File: src/rtl/spi_regfile_periph_pkg.sv
// Shared types and default constants for the SPI register-file peripheral.
package spi_regfile_pkg;

  typedef enum logic [1:0] {
    IDLE,
    ADDR,
    DATA
  } state_e;

  localparam int DEF_DATA_W      = 8;
  localparam int DEF_ADDR_W      = 7;
  localparam int DEF_NUM_REGS    = 66;
  localparam int DEF_INST_ADDR   = 2;
  localparam int DEF_NUM_INST    = 4;
  localparam int DEF_TIMEOUT_CYC = 64;
  localparam logic [DEF_NUM_REGS-1:0] DEF_RO_MASK = 66'h1 << 60;

  // Number of bits needed to hold the values 0..maxCount.
  function automatic int cntWidth(input int maxCount);
    return (maxCount < 2) ? 1 : $clog2(maxCount + 1);
  endfunction

endpackage

File: src/rtl/spi_regfile_periph_if.sv
// Serial pin bundle of the SPI register-file peripheral.
interface spi_regfile_periph_if;

  logic sclk;
  logic serial_in;
  logic serial_out;

  modport master (output sclk, output serial_in, input serial_out);
  modport slave  (input sclk, input serial_in, output serial_out);

endinterface

File: src/rtl/spi_regfile_periph_pin_sync.sv
// Two-flop synchronisers for the asynchronous SPI pins plus sclk edge strobes.
// A pin edge shows up as a one-cycle strobe that the core samples on the third iclk rise.
module spi_pin_sync (
  input  logic iclk_i,
  input  logic rstn_i,
  input  logic sclk_i,
  input  logic sin_i,
  output logic sclk_rise_o,
  output logic sclk_fall_o,
  output logic sin_o
);

  logic [2:0] sclk_sync_q;
  logic [1:0] sin_sync_q;

  // Shift the pins through the synchroniser chain; bit 2 of sclk keeps the previous level.
  always_ff @(posedge iclk_i) begin
    if (!rstn_i) begin
      sclk_sync_q <= '0;
      sin_sync_q  <= '0;
    end else begin
      sclk_sync_q <= {sclk_sync_q[1:0], sclk_i};
      sin_sync_q  <= {sin_sync_q[0], sin_i};
    end
  end

  assign sclk_rise_o =  sclk_sync_q[1] & ~sclk_sync_q[2];
  assign sclk_fall_o = ~sclk_sync_q[1] &  sclk_sync_q[2];
  assign sin_o       =  sin_sync_q[1];

endmodule

File: src/rtl/spi_regfile_periph.sv
// SPI register-file peripheral: frame decoder, register array and instruction pulses,
// all in the iclk domain. Frames end when sclk stays idle for TIMEOUT_CYC cycles.
// Optional feature macro: SPI_PARITY_EN (odd parity bit after every data word).
module spi_regfile_periph
  import spi_regfile_pkg::*;
#(
  parameter int                    DATA_W      = DEF_DATA_W,
  parameter int                    ADDR_W      = DEF_ADDR_W,
  parameter int                    NUM_REGS    = DEF_NUM_REGS,
  parameter logic [NUM_REGS-1:0]   RO_MASK     = (NUM_REGS)'(DEF_RO_MASK),
  parameter int                    INST_ADDR   = DEF_INST_ADDR,
  parameter int                    NUM_INST    = DEF_NUM_INST,
  parameter int                    TIMEOUT_CYC = DEF_TIMEOUT_CYC
) (
  input  logic                         iclk,
  input  logic                         rstn,
  spi_regfile_periph_if.slave          spi,
  input  logic [NUM_REGS*DATA_W-1:0]   ro_data,
  output logic [NUM_REGS*DATA_W-1:0]   regs_o,
  output logic [NUM_INST-1:0]          inst_pulse,
  output logic                         frame_active,
  output logic                         err_parity
);

`ifdef SPI_PARITY_EN
  localparam int WORD_W = DATA_W + 1;
`else
  localparam int WORD_W = DATA_W;
`endif
  localparam int AWORD_W = ADDR_W + 1;
  localparam int SHIFT_W = (AWORD_W > WORD_W) ? AWORD_W : WORD_W;
  localparam int CNT_W   = cntWidth(SHIFT_W);
  localparam int TO_W    = cntWidth(TIMEOUT_CYC);
  localparam int PTR_W   = ADDR_W + 1;

  logic sclk_rise, sclk_fall, sin;

  state_e              state_q, state_d;
  logic [CNT_W-1:0]    bit_cnt_q, bit_cnt_d;
  logic [SHIFT_W-2:0]  shift_q, shift_d;
  logic [PTR_W-1:0]    addr_q, addr_d;
  logic                rw_q, rw_d;
  logic [TO_W-1:0]     idle_cnt_q, idle_cnt_d;
  logic                reload_q, reload_d;
  logic [WORD_W-1:0]   shadow_q, shadow_d;
  logic                serial_out_q, serial_out_d;
  logic [NUM_INST-1:0] inst_pulse_q, inst_pulse_d;
  logic [DATA_W-1:0]   regs_q [NUM_REGS];

  logic [SHIFT_W-1:0]  new_shift;
  logic [DATA_W-1:0]   word_data;
  logic [WORD_W-1:0]   load_word;
  logic [DATA_W-1:0]   rd_data;
  logic                parity_ok, addr_in_range, is_ro, wr_en;

  spi_pin_sync u_pin_sync (
    .iclk_i      (iclk),
    .rstn_i      (rstn),
    .sclk_i      (spi.sclk),
    .sin_i       (spi.serial_in),
    .sclk_rise_o (sclk_rise),
    .sclk_fall_o (sclk_fall),
    .sin_o       (sin)
  );

  // Read-only slices come straight from ro_data; everything else from the stored array.
  for (genvar i = 0; i < NUM_REGS; i++) begin : g_view
    assign regs_o[i*DATA_W +: DATA_W] = RO_MASK[i] ? ro_data[i*DATA_W +: DATA_W] : regs_q[i];
  end

  // Look up the current pointer: read-back value and read-only flag (0 when out of range).
  always_comb begin
    is_ro   = 1'b0;
    rd_data = '0;
    for (int i = 0; i < NUM_REGS; i++) begin
      if (addr_q == PTR_W'(i)) begin
        is_ro   = RO_MASK[i];
        rd_data = regs_o[i*DATA_W +: DATA_W];
      end
    end
  end

  assign addr_in_range = (addr_q < PTR_W'(NUM_REGS));
  assign new_shift     = {shift_q, sin};
  assign word_data     = new_shift[WORD_W-1 -: DATA_W];

`ifdef SPI_PARITY_EN
  logic err_q, err_d;
  assign parity_ok  = (^new_shift[WORD_W-1:0]) == 1'b1;
  assign load_word  = {rd_data, ~^rd_data};
  assign err_parity = err_q;
`else
  assign parity_ok  = 1'b1;
  assign load_word  = rd_data;
  assign err_parity = 1'b0;
`endif

  // Frame decoder: bit counting on sclk rises, read shifting on falls, inactivity timeout.
  always_comb begin
    state_d      = state_q;
    bit_cnt_d    = bit_cnt_q;
    shift_d      = shift_q;
    addr_d       = addr_q;
    rw_d         = rw_q;
    idle_cnt_d   = '0;
    reload_d     = reload_q;
    shadow_d     = shadow_q;
    serial_out_d = serial_out_q;
    inst_pulse_d = '0;
    wr_en        = 1'b0;
`ifdef SPI_PARITY_EN
    err_d        = err_q;
`endif

    if (sclk_rise) begin
      shift_d = new_shift[SHIFT_W-2:0];
      case (state_q)
        IDLE: begin
          state_d   = ADDR;
          bit_cnt_d = CNT_W'(1);
        end
        ADDR: begin
          if (bit_cnt_q == CNT_W'(AWORD_W - 1)) begin
            rw_d      = new_shift[ADDR_W];
            addr_d    = {1'b0, new_shift[ADDR_W-1:0]};
            reload_d  = new_shift[ADDR_W];
            bit_cnt_d = '0;
            state_d   = DATA;
          end else begin
            bit_cnt_d = bit_cnt_q + CNT_W'(1);
          end
        end
        default: begin
          if (bit_cnt_q == CNT_W'(WORD_W - 1)) begin
            bit_cnt_d = '0;
            if (addr_in_range) addr_d = addr_q + PTR_W'(1);
            if (rw_q) begin
              reload_d = 1'b1;
            end else if (!parity_ok) begin
`ifdef SPI_PARITY_EN
              err_d = 1'b1;
`endif
            end else if (addr_in_range && !is_ro) begin
              wr_en = 1'b1;
              if (addr_q == PTR_W'(INST_ADDR)) begin
                for (int v = 0; v < NUM_INST; v++) begin
                  if (word_data == DATA_W'(v)) inst_pulse_d[v] = 1'b1;
                end
              end
            end
          end else begin
            bit_cnt_d = bit_cnt_q + CNT_W'(1);
          end
        end
      endcase
    end

    if (sclk_fall && state_q == DATA && rw_q) begin
      if (reload_q) begin
        serial_out_d = load_word[WORD_W-1];
        shadow_d     = load_word << 1;
        reload_d     = 1'b0;
      end else begin
        serial_out_d = shadow_q[WORD_W-1];
        shadow_d     = shadow_q << 1;
      end
    end

    if (state_q != IDLE && !sclk_rise && !sclk_fall) begin
      if (idle_cnt_q == TO_W'(TIMEOUT_CYC - 1)) begin
        state_d      = IDLE;
        bit_cnt_d    = '0;
        reload_d     = 1'b0;
        serial_out_d = 1'b0;
      end else begin
        idle_cnt_d = idle_cnt_q + TO_W'(1);
      end
    end
  end

  // Decoder state registers.
  always_ff @(posedge iclk) begin
    if (!rstn) begin
      state_q      <= IDLE;
      bit_cnt_q    <= '0;
      shift_q      <= '0;
      addr_q       <= '0;
      rw_q         <= 1'b0;
      idle_cnt_q   <= '0;
      reload_q     <= 1'b0;
      shadow_q     <= '0;
      serial_out_q <= 1'b0;
      inst_pulse_q <= '0;
`ifdef SPI_PARITY_EN
      err_q        <= 1'b0;
`endif
    end else begin
      state_q      <= state_d;
      bit_cnt_q    <= bit_cnt_d;
      shift_q      <= shift_d;
      addr_q       <= addr_d;
      rw_q         <= rw_d;
      idle_cnt_q   <= idle_cnt_d;
      reload_q     <= reload_d;
      shadow_q     <= shadow_d;
      serial_out_q <= serial_out_d;
      inst_pulse_q <= inst_pulse_d;
`ifdef SPI_PARITY_EN
      err_q        <= err_d;
`endif
    end
  end

  // Register array: committed words land at the same edge the instruction pulse starts.
  always_ff @(posedge iclk) begin
    if (!rstn) begin
      for (int i = 0; i < NUM_REGS; i++) regs_q[i] <= '0;
    end else if (wr_en) begin
      for (int i = 0; i < NUM_REGS; i++) begin
        if (addr_q == PTR_W'(i)) regs_q[i] <= word_data;
      end
    end
  end

  assign spi.serial_out = serial_out_q;
  assign inst_pulse     = inst_pulse_q;
  assign frame_active   = (state_q != IDLE);

endmodule

File: src/flat_wrapper.sv
// flat-port wrapper written by rule: the top's interface ports become plain ports
module spi_regfile_periph_flat import spi_regfile_pkg::*;
#(
  parameter int                    DATA_W      = DEF_DATA_W,
  parameter int                    ADDR_W      = DEF_ADDR_W,
  parameter int                    NUM_REGS    = DEF_NUM_REGS,
  parameter logic [NUM_REGS-1:0]   RO_MASK     = (NUM_REGS)'(DEF_RO_MASK),
  parameter int                    INST_ADDR   = DEF_INST_ADDR,
  parameter int                    NUM_INST    = DEF_NUM_INST,
  parameter int                    TIMEOUT_CYC = DEF_TIMEOUT_CYC
)
  (iclk, rstn, ro_data, regs_o, inst_pulse, frame_active, err_parity, spi_sclk, spi_serial_in, spi_serial_out);
  spi_regfile_periph_if spi_i ();
  input  logic iclk;
  input  logic rstn;
  input  logic [NUM_REGS*DATA_W-1:0] ro_data;
  output logic [NUM_REGS*DATA_W-1:0] regs_o;
  output logic [NUM_INST-1:0] inst_pulse;
  output logic frame_active;
  output logic err_parity;
  input wire logic [$bits(spi_i.sclk)-1:0] spi_sclk;
  input wire logic [$bits(spi_i.serial_in)-1:0] spi_serial_in;
  output wire logic [$bits(spi_i.serial_out)-1:0] spi_serial_out;
  assign spi_i.sclk = spi_sclk;
  assign spi_i.serial_in = spi_serial_in;
  assign spi_serial_out = spi_i.serial_out;
  spi_regfile_periph #(.DATA_W(DATA_W), .ADDR_W(ADDR_W), .NUM_REGS(NUM_REGS), .RO_MASK(RO_MASK), .INST_ADDR(INST_ADDR), .NUM_INST(NUM_INST), .TIMEOUT_CYC(TIMEOUT_CYC)) u_core (.iclk(iclk), .rstn(rstn), .spi(spi_i), .ro_data(ro_data), .regs_o(regs_o), .inst_pulse(inst_pulse), .frame_active(frame_active), .err_parity(err_parity));
endmodule
File: config.mk
export PLATFORM = sky130hd
export DESIGN_NAME = spi_regfile_periph_flat
export DESIGN_NICKNAME = d
export VERILOG_FILES = /design/src/rtl/spi_regfile_periph_pkg.sv /design/src/rtl/spi_regfile_periph_if.sv /design/src/rtl/spi_regfile_periph_pin_sync.sv /design/src/rtl/spi_regfile_periph.sv /design/src/flat_wrapper.sv
export SDC_FILE = /design/constraint.sdc
export NUM_CORES = 1
export LEC_CHECK = 0
export BUFFER_PORTS_ARGS = -buffer_cell sky130_fd_sc_hd__buf_2
export CAP_MARGIN = 20
export CORE_AREA = 2 2 419 421
export CTS_BUF_LIST = sky130_fd_sc_hd__clkbuf_8
export CTS_CLUSTER_DIAMETER = 120
export DETAILED_ROUTE_END_ITERATION = 7
export DIE_AREA = 0 0 421 423
export GPL_TIMING_DRIVEN = 0
export SLEW_MARGIN = 20
export SYNTH_ARGS = -nofsm -noshare
export SYNTH_HDL_FRONTEND = slang
export SYNTH_SLANG_ARGS = --single-unit
File: constraint.sdc
create_clock -name iclk -period 4.8 [get_ports iclk]
set_clock_uncertainty 0.05 [all_clocks]
set_input_delay 0.72 -clock iclk [delete_from_list [all_inputs] [get_ports iclk]]
set_output_delay 0.72 -clock iclk [all_outputs]
set_load 0.005 [all_outputs]
==> results.md <==
- The fraction of final layout cells with drive strength greater than 1 is 26.3%.
- The run finished, with violations left.
- In this run the critical register-to-register path is launched from u_core.addr_q[0].
- The total negative setup slack is -1.24 ns.
- The initial antenna violation count is 26.
- The power density over cell area is 311 nW/um^2.
- The most critical setup path has its startpoint at u_core.addr_q[0].
- The detail-routed via count per cell is 4.97.
- The clock root buffer is clkbuf_8.
- For the worst flop-to-flop path, the logic depth is 11.
- The count of hold buffers inserted by post-cts repair is 0.
- The synthesized-area fraction occupied by xor and xnor cells is 0.126%.
- The wire length of the first global-routing pass is 281,000 um.
- The synthesized area is 27,800 um^2.
- Among cell families on the critical path, the largest total delay comes from simple AND/OR/NAND/NOR gates.
- The flop and latch count out of synthesis is 567.
- By area, the combinational part of the netlist is dominated by simple AND/OR/NAND/NOR gates.
- The number of clock sinks is 567.
- The time the final worst path needs with I/O delays and setup is 5.05 ns.
- The overall die height is 423 um.
- At the worst endpoint, the required time is 5.47 ns.
- The buffering stage count on the worst path with inverters included is 3.
- The worst slack at placement is -0.626 ns.
- For the pin with the worst max-slew slack, the measured transition is 1.29 ns.
- TritonCTS built the clock tree.
- The end of the worst register-to-register path is u_core.shadow_q[6].
- The basic-gate share of the synthesized area counting and, or, nand and nor cells is 19.4%.
- The most critical setup path has its endpoint at u_core.shadow_q[6].
- Timing would allow up to 198 MHz.
- The insertion delay to the later sink of the worst-skew pair is 0.82 ns.
- Walking the worst path, the cells encountered are inv_1 -> ha_1 -> buf_2 -> and3b_1 -> clkdlybuf4s15_1 -> nand2_1 -> nand4_1 -> a211oi_1 -> nand4_1 -> a31oi_1 -> o21ai_1.
- The headroom to the max-slew limit is 14.2%.
- Input and output buffers added on the ports amount to 544.
- The first detailed-routing pass ran for 5 iterations.
- Of the synthesized area, sequential elements account for 59.6%.
- The total placed instance area is 33,500 um^2.
- The number of design rule violations left after detail routing is 0.
- The leading register cell type out of synthesis is edfxtp_1.
- Yosys printed 0 warnings.
- Multiplexer cells account for 0.149% of the synthesized area.
- The register cell area after layout is 16,600 um^2.
- In the post-route analysis, the smallest setup slack over all paths is -0.252 ns.
- The H-tree generated during clock tree synthesis spans 3 levels.
- The floorplan core area is 173,000 um^2.
- The adder and majority cell fraction of the synthesized area is 0.270%.
- The multi-input combinational cells in the finished layout cover a total of 10,000 um^2.
- The number of global-route vias before repair is 27,000.
- The setup violation total in the final timing report is 8.
- The worst supply voltage drop on vdd is 195 uV.
- The die area is 178,000 um^2.
- For this run, the post-layout net count is 3,877.
- By startpoint and endpoint, the worst setup path is classified as reg -> reg.
- The cell type with the highest occurrence count on the critical path is nand4_1.
- The clock input transition at the sequential cells of the worst setup and hold paths is 0.07 ns.
- The type of origin of the critical path is a register.
- Routability-driven placement finished with a final weighted congestion of 1.02.
- The number of cells in the finished layout apart from fillers is 5,751.
- In this run, distinct cell masters in the synthesized netlist total 96.
- The number of nets handed over by synthesis was 3,229.
- The final number of max-transition violations was 0.
- The largest net degree at the start of global routing is 13.
- For this configuration, the core starts out at a cell density of 16.0%.
- The count of placed standard cells including taps is 5,567.
- Summed over all layers, the routed wires come to 223,000 um.
- The checks that failed: setup timing.
- The floorplan step set the die width to 421 um.
- The layout has 19,100 filler cells.
- The register-to-register path setup slack is -0.25 ns.
- The number of enable-type register cells in the synthesized netlist is 520.
- After clock tree synthesis, the setup repair step added 0 buffers.
- The wire-length estimate of the detail-placed layout is 178,000 um.
- The number of rows created at floorplan is 153.
- The average cell area after synthesis is 10.3 um^2.
- On the worst path, the slowest cell contributes a delay of 0.81 ns.
- Setup repair after global routing could not meet its margin everywhere.
- The critical path capture point type is a register.
- The global router's overall resource usage is 24.0%.
- Of all nets on the critical path, the largest fanout is 10.
- The proportion of synthesized flip-flops having asynchronous set or reset is 0%.
- The routed via count is 28,600.
- The area of all placed cells without fillers is 35,500 um^2.
- The number of instances in the synthesized netlist is 2,691.
- The number of hold violations in the final report is 0.
- The critical path runs through a total of 11 cells.
- The remaining antenna violation count is 0.
- The number of clock buffers inserted by TritonCTS is 94.
- For this design the static power due to leakage is 11.8 nW.
- The cell with the largest stage delay on the worst path is a211oi_1.
- The clock passes through at most 3 buffers.
- Summed over all layers, the global routing overflow is 0.
- Data on the critical path arrives at its endpoint at 5.72 ns.
- Summing the areas of all compound-gate instances in the mapped netlist gives 15.8% of the synthesized area.
- The DRC violation total after the first TritonRoute iteration is 4,199.
- Across the run, the number of max-cap violations was 0.
- The total I/O pin count is 1,067.
- The tightest min-delay check is of the in -> reg type.
- Of the available clock period, the critical path in the final layout requires 105%.
- From synthesis to final layout, the design area changed by 27.9%.
- Dividing the detail-routed wire length by the instance count gives 38.9 um.
placed cells by master, fill, tap and decap left out, drive strengths merged, types with 11 or more instances in the layout:
cell type | synthesis | layout
a211oi | 20 | 20
a21oi | 113 | 113
a221o | 14 | 14
a221oi | 36 | 36
a22oi | 24 | 24
a31oi | 33 | 33
and2 | 43 | 43
and3 | 20 | 20
buf | 131 | 680
clkbuf | 127 | 229
clkinv | 3 | 44
dfxtp | 47 | 47
diode | 0 | 11
edfxtp | 520 | 520
inv | 16 | 35
nand2 | 206 | 206
nand2b | 17 | 17
nand3 | 63 | 63
nand3b | 19 | 19
nand4 | 13 | 13
nor2 | 627 | 627
nor2b | 29 | 29
nor3 | 66 | 66
nor4 | 15 | 15
o2111ai | 17 | 17
o211ai | 33 | 33
o21ai | 190 | 190
o221ai | 20 | 20
o22ai | 47 | 47
flip-flops by register name, summed over array words and instances, names as in the netlist, 2 cells and up:
register,count
u_core.addr_q,8
u_core.bit_cnt_q,4
u_core.idle_cnt_q,7
u_core.inst_pulse,4
u_core.regs_q,520
u_core.shadow_q,7
u_core.shift_q,7
u_core.state_q,2
u_core.u_pin_sync.sclk_sync_q,3
u_core.u_pin_sync.sin_sync_q,2
per-stage QoR:
stage / util, % / power [mW] / hold slack, ns
after global routing: 20.5 / 11.2 / 0.0503
after floorplan: - / 5.99 / 0.362
after CTS: 20.5 / 11.0 / 0.00670
after detailed placement: 19.4 / 6.68 / 0.370
after global placement: 19.3 / 6.68 / 0.366
final: 20.5 / 11.1 / 0.0602
synth_stat cells (33+ instances only):
master,n,area (um^2)
nand2_1,206,773
a31oi_1,33,206
a221oi_1,36,315
edfxtp_1,520,15600
buf_2,98,490
clkbuf_1,127,477
o22ai_1,47,294
o211ai_1,33,248
nand3_1,52,260
a21oi_1,111,556
nor3_1,66,330
dfxtp_1,47,941
o21ai_0,184,921
and2_1,43,269
nor2_1,620,2330
area by class of cell:
| type | count | share of cell area, % |
|---|---|---|
| Clock inverter | 71 | 1.30 |
| Tap cell | 2325 | 8.19 |
| Inverter | 19 | 0.201 |
| Multi-Input combinational cell | 1847 | 28.2 |
| Antenna cell | 11 | 0.0775 |
| Buffer | 258 | 3.64 |
| Clock buffer | 101 | 3.91 |
| Timing Repair Buffer | 552 | 7.89 |
| Sequential cell | 567 | 46.6 |
worst min-delay path by stage:
stage                                startpoint                                to  slack [ns]  cells after the start
3_5_place_dp    u_core.u_pin_sync.sin_sync_q[0]   u_core.u_pin_sync.sin_sync_q[1]        0.37                      1
5_1_grt                           spi_serial_in   u_core.u_pin_sync.sin_sync_q[0]        0.05                      2
6_report                          spi_serial_in   u_core.u_pin_sync.sin_sync_q[0]        0.06                      2
3_3_place_gp    u_core.u_pin_sync.sin_sync_q[0]   u_core.u_pin_sync.sin_sync_q[1]        0.37                      1
2_1_floorplan  u_core.u_pin_sync.sclk_sync_q[0]  u_core.u_pin_sync.sclk_sync_q[1]        0.36                      1
4_1_cts                           spi_serial_in   u_core.u_pin_sync.sin_sync_q[0]       0.007                      2
cell families (layout without fill, tap and decap cells):
| family | count (synthesis) | count (layout) |
|---|---|---|
| other cells | 1 | 12 |
| flops | 567 | 567 |
| simple gates | 1172 | 1172 |
| mux | 4 | 4 |
| buf+inv | 277 | 1001 |
| xor+xnor | 4 | 4 |
| fa+ha+maj | 6 | 6 |
| compound gates | 660 | 660 |
timing repair:
| item | 4_1_cts | 5_1_grt |
|---|---|---|
| endpoints found under the setup margin | 299 | 48 |
| pin swaps | 0 | 2 |
| gates resized for setup | 23 | 13 |
| gates cloned | 0 | 0 |
where the power goes:
group	internal [mW]	total [mW]	switching, mW
clock	2.22	4.47	2.24
sequential	5.62	5.98	0.353
combinational	0.198	0.623	0.424
metal layers:
metal	up-vias	track usage (%)	share of wire, %
met5	-	0	0.036
met4	12	21.0	11
met3	695	5.69	8.0
met2	2154	40.5	47
met1	14500	25.1	34
li1	11300	-	-
No activity file was read; power rests on OpenSTA's default activity.
